--- config.mk ---
export PLATFORM = sky130hd
export DESIGN_NAME = hemaia_reset_requester
export DESIGN_NICKNAME = d
export VERILOG_FILES = /design/src/rtl/hemaia_reset_pkg.sv /design/src/rtl/hemaia_reset_ack_sync.sv /design/src/rtl/hemaia_reset_requester.sv
export SDC_FILE = /design/constraint.sdc
export NUM_CORES = 1
export LEC_CHECK = 0
export CORE_MARGIN = 2
export CORE_UTILIZATION = 35
export CTS_CLUSTER_DIAMETER = 30
export DETAILED_ROUTE_END_ITERATION = 7
export GPL_ROUTABILITY_DRIVEN = 0
export GPL_TIMING_DRIVEN = 0
export MAX_ROUTING_LAYER = met4
export PLACE_DENSITY = 0.64
export REMOVE_ABC_BUFFERS = 1
export SLEW_MARGIN = 20
export SYNTH_ARGS = -nofsm -noshare
export SYNTH_HDL_FRONTEND = slang
export SYNTH_SLANG_ARGS = --single-unit
--- constraint.sdc ---
create_clock -name clk_i -period 3.04 [get_ports clk_i]
set_clock_uncertainty 0.1 [all_clocks]
set_input_delay 0.608 -clock clk_i [delete_from_list [all_inputs] [get_ports clk_i]]
set_output_delay 0.608 -clock clk_i [all_outputs]
set_load 0.1 [all_outputs]
--- src/rtl/hemaia_reset_pkg.sv ---
// Shared types and helpers for the per-domain reset requester.
package hemaia_reset_pkg;

    typedef enum logic [1:0] {
        IDLE     = 2'd0,
        ASSERT   = 2'd1,
        WAIT_REL = 2'd2,
        DONE     = 2'd3
    } state_e;

    // Bits needed to hold counts 0..max_count inclusive.
    function automatic int unsigned cnt_width(input int unsigned max_count);
        return $clog2(max_count + 1);
    endfunction

endpackage

--- src/rtl/hemaia_reset_ack_sync.sv ---
// Multi-stage flop synchroniser for the acknowledge vector; clears to 0 on reset.
module hemaia_reset_ack_sync #(
    parameter int unsigned Width  = 1,
    parameter int unsigned Stages = 2
) (
    input  logic             clk_i,
    input  logic             sync_ff_rst,
    input  logic [Width-1:0] d,
    output logic [Width-1:0] q
);

    logic [Width-1:0] sync_q [Stages];

    always_ff @(posedge clk_i or negedge sync_ff_rst) begin
        if (!sync_ff_rst) begin
            for (int unsigned i = 0; i < Stages; i++) begin
                sync_q[i] <= '0;
            end
        end else begin
            sync_q[0] <= d;
            for (int unsigned i = 1; i < Stages; i++) begin
                sync_q[i] <= sync_q[i-1];
            end
        end
    end

    assign q = sync_q[Stages-1];

endmodule

--- src/rtl/hemaia_reset_requester.sv ---
// Initiator side of the per-domain reset handshake: drives flop-sourced local
// reset requests, waits for the synchronised acks, reports done or timeout.
module hemaia_reset_requester
    import hemaia_reset_pkg::*;
#(
    parameter int unsigned NumReset        = 4,
    parameter int unsigned MinAssertCycles = 16,
    parameter int unsigned AckTimeout      = 1024,
    parameter int unsigned AckSyncStages   = 2
) (
    input  logic                clk_i,
    input  logic                sync_ff_rst,
    input  logic                req_valid_i,
    input  logic [NumReset-1:0] req_mask_i,
    output logic                req_ready_o,
    output logic [NumReset-1:0] async_local_rst_no,
    input  logic [NumReset-1:0] rst_ack_ni,
    output logic                busy_o,
    output logic                done_o,
    output logic                timeout_o,
    output logic [NumReset-1:0] timeout_mask_o
);

    localparam int unsigned    CntW     = cnt_width(AckTimeout);
    localparam logic [CntW-1:0] HoldLast = CntW'(MinAssertCycles - 1);
    localparam logic [CntW-1:0] ToLast   = CntW'(AckTimeout - 1);
    localparam logic [CntW-1:0] CntOne   = CntW'(1);

    function automatic logic [CntW-1:0] sat_inc(input logic [CntW-1:0] v);
        return (v == '1) ? v : v + CntOne;
    endfunction

    state_e              state_q, state_d;
    logic [NumReset-1:0] mask_q, mask_d;
    logic [CntW-1:0]     hold_q, hold_d;
    logic [CntW-1:0]     to_q, to_d;
    logic [NumReset-1:0] rst_q, rst_d;
    logic                tmo_q, tmo_d;
    logic [NumReset-1:0] tmask_q, tmask_d;
    logic                ready_q, busy_q, done_q;
    logic [NumReset-1:0] ack_s;
    logic [NumReset-1:0] sel_ack;
    logic                accept;

    hemaia_reset_ack_sync #(
        .Width  (NumReset),
        .Stages (AckSyncStages)
    ) u_ack_sync (
        .clk_i       (clk_i),
        .sync_ff_rst (sync_ff_rst),
        .d           (rst_ack_ni),
        .q           (ack_s)
    );

    assign sel_ack = ack_s & mask_q;
    assign accept  = req_valid_i & ready_q;

    // Next-state and next-output logic; success is checked before timeout.
    always_comb begin
        state_d = state_q;
        mask_d  = mask_q;
        hold_d  = hold_q;
        to_d    = to_q;
        rst_d   = rst_q;
        tmo_d   = tmo_q;
        tmask_d = tmask_q;
        unique case (state_q)
            IDLE: begin
                if (accept) begin
                    mask_d  = req_mask_i;
                    hold_d  = '0;
                    to_d    = '0;
                    tmo_d   = 1'b0;
                    tmask_d = '0;
                    if (req_mask_i != '0) begin
                        state_d = ASSERT;
                        rst_d   = ~req_mask_i;
                    end else begin
                        state_d = DONE;
                    end
                end
            end
            ASSERT: begin
                hold_d = sat_inc(hold_q);
                to_d   = sat_inc(to_q);
                if ((hold_q >= HoldLast) && (sel_ack == '0)) begin
                    state_d = WAIT_REL;
                    rst_d   = '1;
                    to_d    = '0;
                end else if (to_q == ToLast) begin
                    state_d = DONE;
                    rst_d   = '1;
                    tmo_d   = 1'b1;
                    tmask_d = sel_ack;
                end
            end
            WAIT_REL: begin
                to_d = sat_inc(to_q);
                if (sel_ack == mask_q) begin
                    state_d = DONE;
                end else if (to_q == ToLast) begin
                    state_d = DONE;
                    tmo_d   = 1'b1;
                    tmask_d = ~ack_s & mask_q;
                end
            end
            DONE: begin
                state_d = IDLE;
            end
            default: begin
                state_d = IDLE;
                rst_d   = '1;
            end
        endcase
    end

    always_ff @(posedge clk_i or negedge sync_ff_rst) begin
        if (!sync_ff_rst) begin
            state_q <= IDLE;
            mask_q  <= '0;
            hold_q  <= '0;
            to_q    <= '0;
            rst_q   <= '1;
            tmo_q   <= 1'b0;
            tmask_q <= '0;
            ready_q <= 1'b1;
            busy_q  <= 1'b0;
            done_q  <= 1'b0;
        end else begin
            state_q <= state_d;
            mask_q  <= mask_d;
            hold_q  <= hold_d;
            to_q    <= to_d;
            rst_q   <= rst_d;
            tmo_q   <= tmo_d;
            tmask_q <= tmask_d;
            ready_q <= (state_d == IDLE);
            busy_q  <= (state_d != IDLE);
            done_q  <= (state_d == DONE);
        end
    end

    assign async_local_rst_no = rst_q;
    assign req_ready_o        = ready_q;
    assign busy_o             = busy_q;
    assign done_o             = done_q;
    assign timeout_o          = tmo_q;
    assign timeout_mask_o     = tmask_q;

endmodule

Word-level counts from Yosys, hierarchy flattened --
Index checks and enable logic that the tools add are counted.
Word-level totals: bits in registers 48, input bits 11, output and inout port bits 12, logic and storage cells 78
Cells by class: add/sub/neg operators 2, magnitude comparators 1, equal/unequal tests 16, muxes and demuxes 28, bitwise gates (word level) 5, reduce and logical (&&, ||, !) cells 14
Operator list (number):
- two-way mux 11 bit | 4
- two-way mux 4 bit | 9
- case mux 11 bit (3 select lines) | 1
- adder 11 x 1 -> 11 bit, second input constant | 2
- == test 11 bit, second input constant | 2
- case mux 11 bit (2 select lines) | 1
- inequality test 2 bit, second input constant | 7
- case mux 4 bit (3 select lines) | 1
- == test 11 x 10 -> 1 bit, second input constant | 1
- greater-or-equal comparator 11 x 4 -> 1 bit, second input constant | 1
- two-way mux 2 bit | 5
- bitwise AND 4 bit | 2
- inverter 4 bit | 2
- case mux 2 bit (4 select lines) | 1
- case mux 4 bit (2 select lines) | 1
- AND reduction 4 bit | 2
- == test 2 bit, second input constant | 3
- AND reduction 6 bit | 1
- == test 4 bit | 1
- logical NOT 2 bit | 2
- logical NOT 4 bit | 1
- two-way mux 1 bit | 4
- AND reduction 2 bit | 2
- nonzero test 2 bit | 2
- other kinds (8) | 8

Longest topological paths before layout --
depth in word-level cells 6, gate-level depth with buffers 10, mapped depth without buffers 8

Hierarchy --
Synthesis repeated with hierarchy kept, for this count alone.
Unflattened totals: cell total of the unflattened synthesis 242, area, all modules 2448.6 um^2
Modules (own cells, without submodules):
- hemaia_reset_requester | instances 1, cells each 230, area each 2218.4 um^2, seq. area each 1007.2 um^2
- hemaia_reset_ack_sync | instances 1, cells each 12, area each 230.2 um^2, seq. area each 200.2 um^2

Worst setup path after synthesis --
Ideal clock, no wire load.
kind flip-flop to flip-flop, from register ready_q, in the netlist req_ready_o, to register to_q[5], library setup time 133 ps, arrival time 2110 ps, data required time 2807 ps, path slack 697 ps, stages on the path, launching flop included 7, buffers on the path 1, period minus slack after synthesis 2343 ps, cells stage by stage dfstp_2 -> nand3_1 -> a21o_1 -> buf_2 -> or4_1 -> xor2_1 -> nor2_1
Between the ends: word-level cells in the longest chain between the ends 3
Ends and longest elaborated chain:
- from (decl) | RTL line hemaia_reset_requester.sv:40 | logic ready_q, busy_q, done_q;
- from (signal assigned) | RTL line hemaia_reset_requester.sv:137 | ready_q <= (state_d == IDLE);
- bitwise AND 1 bit | RTL line hemaia_reset_requester.sv:56 | assign accept = req_valid_i & ready_q;
- inequality test 2 bit (no source line)
- AND reduction 2 bit (no source line)
- to (signal assigned) | RTL line hemaia_reset_requester.sv:133 | to_q <= to_d;
- to (decl) | RTL line hemaia_reset_requester.sv:36 | logic [CntW-1:0] to_q, to_d;
Every way passes these cells. A chain may end at the register's enable or synchronous reset.

Final worst setup path --
from register state_q[1], to register hold_q[9]
Between the ends: word-level cells in the longest chain between the ends 3, elaborated cells between the ends (all ways) 7, those cells by class 3 x eq/ne; 1 x mux; 3 x reduce/logical
Ends and longest elaborated chain:
- from (decl) | RTL line hemaia_reset_requester.sv:33 | state_e state_q, state_d;
- from (signal assigned) | RTL line hemaia_reset_requester.sv:130 | state_q <= state_d;
- == test 2 x 1 -> 1 bit or logical NOT 2 bit (tied branches) | RTL line hemaia_reset_requester.sv:67 | unique case (state_q)
- inequality test 2 bit (no source line) or nonzero test 2 bit (tied branches)
- AND reduction 3 bit (no source line)
- to (signal assigned) | RTL line hemaia_reset_requester.sv:132 | hold_q <= hold_d;
- to (decl) | RTL line hemaia_reset_requester.sv:35 | logic [CntW-1:0] hold_q, hold_d;
Several ways; a longest one is shown, not always the timed one.

==> key figures <==
Yosys
  • Synth area leaders: dfrtp_1 44%, nor2_1 6.2%, dfstp_2 5.4%
  • Warnings, synthesis: 0
  • Leading area contributor after synthesis: dfrtp_1
  • Synthesized instance count: 242
  • Average size of a mapped cell: 10.0 um^2
  • Yosys cell types: 46
  • EDFF count, synth: 0
  • Netlist Area Pre-Place: 2420 um^2
  • Post-synth top area share: 0.444
  • Synth async-reset ratio: 1.00
  • Top FF cell, synth: dfrtp_1
  • Flops & latches, synth: 48
  • Sequential share of the synthesized area: 0.498

Critical path
  • Top delay family on crit path: compound AO/OA/AOI/OAI gates
  • Startpoint Class: flop
  • Worst R2R Path Depth: 8
  • Reg2Reg Setup Slack: 0.29 ns
  • CP max stage cell: a31oi_1
  • Critical Path Stages: 8
  • Bufs and invs on worst path: 1
  • Slowest cell delay on critical path: 0.69 ns
  • Setup CP Type: flop to flop
  • Setup crit end kind: flop
  • CP cell instances: inv_1 -> ha_1 -> nor2b_1 -> nor2_1 -> a31oi_1 -> nand3_1 -> xnor2_1 -> nor2_1
  • RR Endpoint: hold_q[9]
  • Worst r2r src: state_q[1]
  • CP required: 3.12 ns
  • Worst Path Arrival: 2.83 ns
  • Crit path max fanout: 14
  • Most frequent cell on the critical path: nor2_1

Clocking
  • Num CTS Buffers: 5
  • Worst-path clk slew: 0.08 ns
  • CTS sink cnt: 48
  • TritonCTS clock tree: built
  • Max clock buf depth: 2
  • CTS HTree Levels: 2
  • # hold bufs at CTS: 0
  • CTS root buf: clkbuf_8
  • Post-CTS sizing: 0
  • Setup bufs post-CTS: 0
  • Clk Latency, worst-skew pair: 0.31 ns

Timing
  • Setup slack after layout: 0.291 ns
  • Final Hold Fails: 0
  • Max_slew headroom: 0.349
  • Min Hold Slack: 0.199 ns
  • Max Slew Vio Count: 0
  • Period utilization: 0.904
  • TNS Setup: 0 ns
  • Final setup viols: 0
  • Max Fclk: 364 MHz
  • Fin crit period: 2.75 ns
  • Worst-margin pin slew: 0.973 ns
  • RSZ-0062 raised after global routing: no

GRT
  • First-pass GRT wire length: 8.02 mm
  • Largest net degree at the start of global routing: 27
  • Antenna violations before repair: 0
  • GRT Util Overall: 0.140
  • Met2 Track Usage GR: 0.205
  • GRT overflow: 0
  • Vias in the first global route: 1741
  • GR peak layer: met2
  • GR Util met1: 0.184
  • Routing usage on met3: 0.0313

Placed design
  • Pre-CTS setup slack: 0.156 ns
  • PortBufs: 22
  • Area of placed instances: 2740 um^2
  • DP Wirelength: 3.42 mm
  • Post-Place Cells: 340

Floorplan
  • Number of I/O pins: 23
  • Initial Utilization: 0.359
  • # rows: 30
  • Die H: 87.2 um
  • Die X: 87.2 um
  • Die area: 7610 um^2
  • Core area: 6760 um^2

Layout
  • Layout cells sized above 1: 0.116
  • Register area: 1210 um^2
  • Ant. Diodes: 0
  • Fillers: 645
  • Design Area, Final: 2840 um^2
  • Final Non-Filler Cells: 348
  • Area delta synth->final: 17.0%
  • Fin util: 0.420
  • Final layout net count: 285
  • Multi-input logic area: 1140 um^2

Pwr
  • VDD IR max: 0.639 mV
  • Power per standard cell area: 932 nW/um^2
  • Final Power: 2.64 mW
  • Static Leak: 1.21 nW

Route
  • Via count: 1792
  • Routed WL: 4.61 mm
  • Routed WL per cell: 13.2 um
  • Routed vias/inst: 5.15
  • Antenna viol nets, final: 0
  • First drt pass iteration count: 4
  • DRC: 0
  • First DRT Iteration DRCs: 57

Min path
  • Tightest Hold Check Type: input port to asynchronous set/reset pin

Job
  • Max-Cap Viols: 0

Outcome
  • Status: finished, final reports clean
## synth_stat cells, types with 2 or more instances
cell      count
nand2_1      19
nand2b_1      3
mux2i_1       5
and4_1        2
nor2_1       40
a22oi_1       2
ha_1          7
nor4_1        2
buf_2         3
nor4_4        2
xnor2_1       4
nand4_1       5
nor3_1        4
mux2_2        4
dfstp_2       5
nand3_1      13
dfrtp_1      43
inv_1        13
o31ai_1       4
o21ai_0       5
nor2b_1       2
a21oi_1      13
a31oi_1       8
xor2_1        8
mux2_4        4
or4_1         2
## where the power goes
| group | leakage [nW] | internal (mW) | switching [mW] |
|---|---|---|---|
| combinational | 0.548 | 0.390 | 0.944 |
| clock | 0.0510 | 0.182 | 0.213 |
| sequential | 0.616 | 0.798 | 0.118 |
## flip-flops by register name, indices dropped and copies added, names as in the netlist
signal and count:
hold_q 11, to_q 11, async_local_rst_no 4, mask_q 4, timeout_mask_o 4, u_ack_sync.q 4
u_ack_sync.sync_q 4, state_q 2, busy_o 1, done_o 1, req_ready_o 1, timeout_o 1
## cell type report
type | count | share of cell area
Clock buffer | 6 | 0.0291
Multi-Input combinational cell | 175 | 0.402
Tap cell | 80 | 0.0353
Timing Repair Buffer | 23 | 0.0856
Inverter | 14 | 0.0185
Clock inverter | 2 | 0.00353
Sequential cell | 48 | 0.426
## layer usage
metal	wire length (um)	vias to the layer above
met1	2250	850
met4	112	0
met3	182	12
li1	-	898
met2	2060	32
met5	0	-
## cell families (layout without fill, tap and decap cells)
| family | after synthesis | count (layout) | share of synthesized area |
|---|---|---|---|
| multiplexers | 13 | 13 | 0.0640 |
| flip-flops | 48 | 48 | 0.498 |
| XOR/XNOR | 12 | 12 | 0.0434 |
| AND/OR/NAND/NOR | 100 | 100 | 0.209 |
| buffers and inverters | 19 | 45 | 0.0310 |
| AO/OA/AOI/OAI | 43 | 43 | 0.119 |
| adder cells (fa/ha/maj) | 7 | 7 | 0.0361 |
## worst max-delay path by stage
stage,slack (ns),to,from
final,0.29,hold_q[9],state_q[1]
after global placement,-0.05,hold_q[4],sync_ff_rst
after global routing,0.15,hold_q[9],state_q[1]
after floorplan,0.65,hold_q[3],req_ready_o
after CTS,0.30,req_ready_o,req_ready_o
after detailed placement,0.16,hold_q[3],req_valid_i
## placed cells by master, fill, tap and decap left out, types with 3 or more instances in the layout
master / instances
inv_1: 13
dfrtp_1: 43
nand2_1: 19
a31oi_1: 8
mux2i_1: 5
clkdlybuf4s50_1: 21
xor2_1: 8
xnor2_1: 4
ha_1: 7
a21oi_1: 13
clkbuf_8: 6
mux2_4: 4
nand3_1: 13
o31ai_1: 4
dfstp_2: 5
nor3_1: 4
nor2_1: 40
mux2_2: 4
o21ai_0: 5
nand2b_1: 3
nand4_1: 5
No activity file was read; power rests on OpenSTA's default activity.
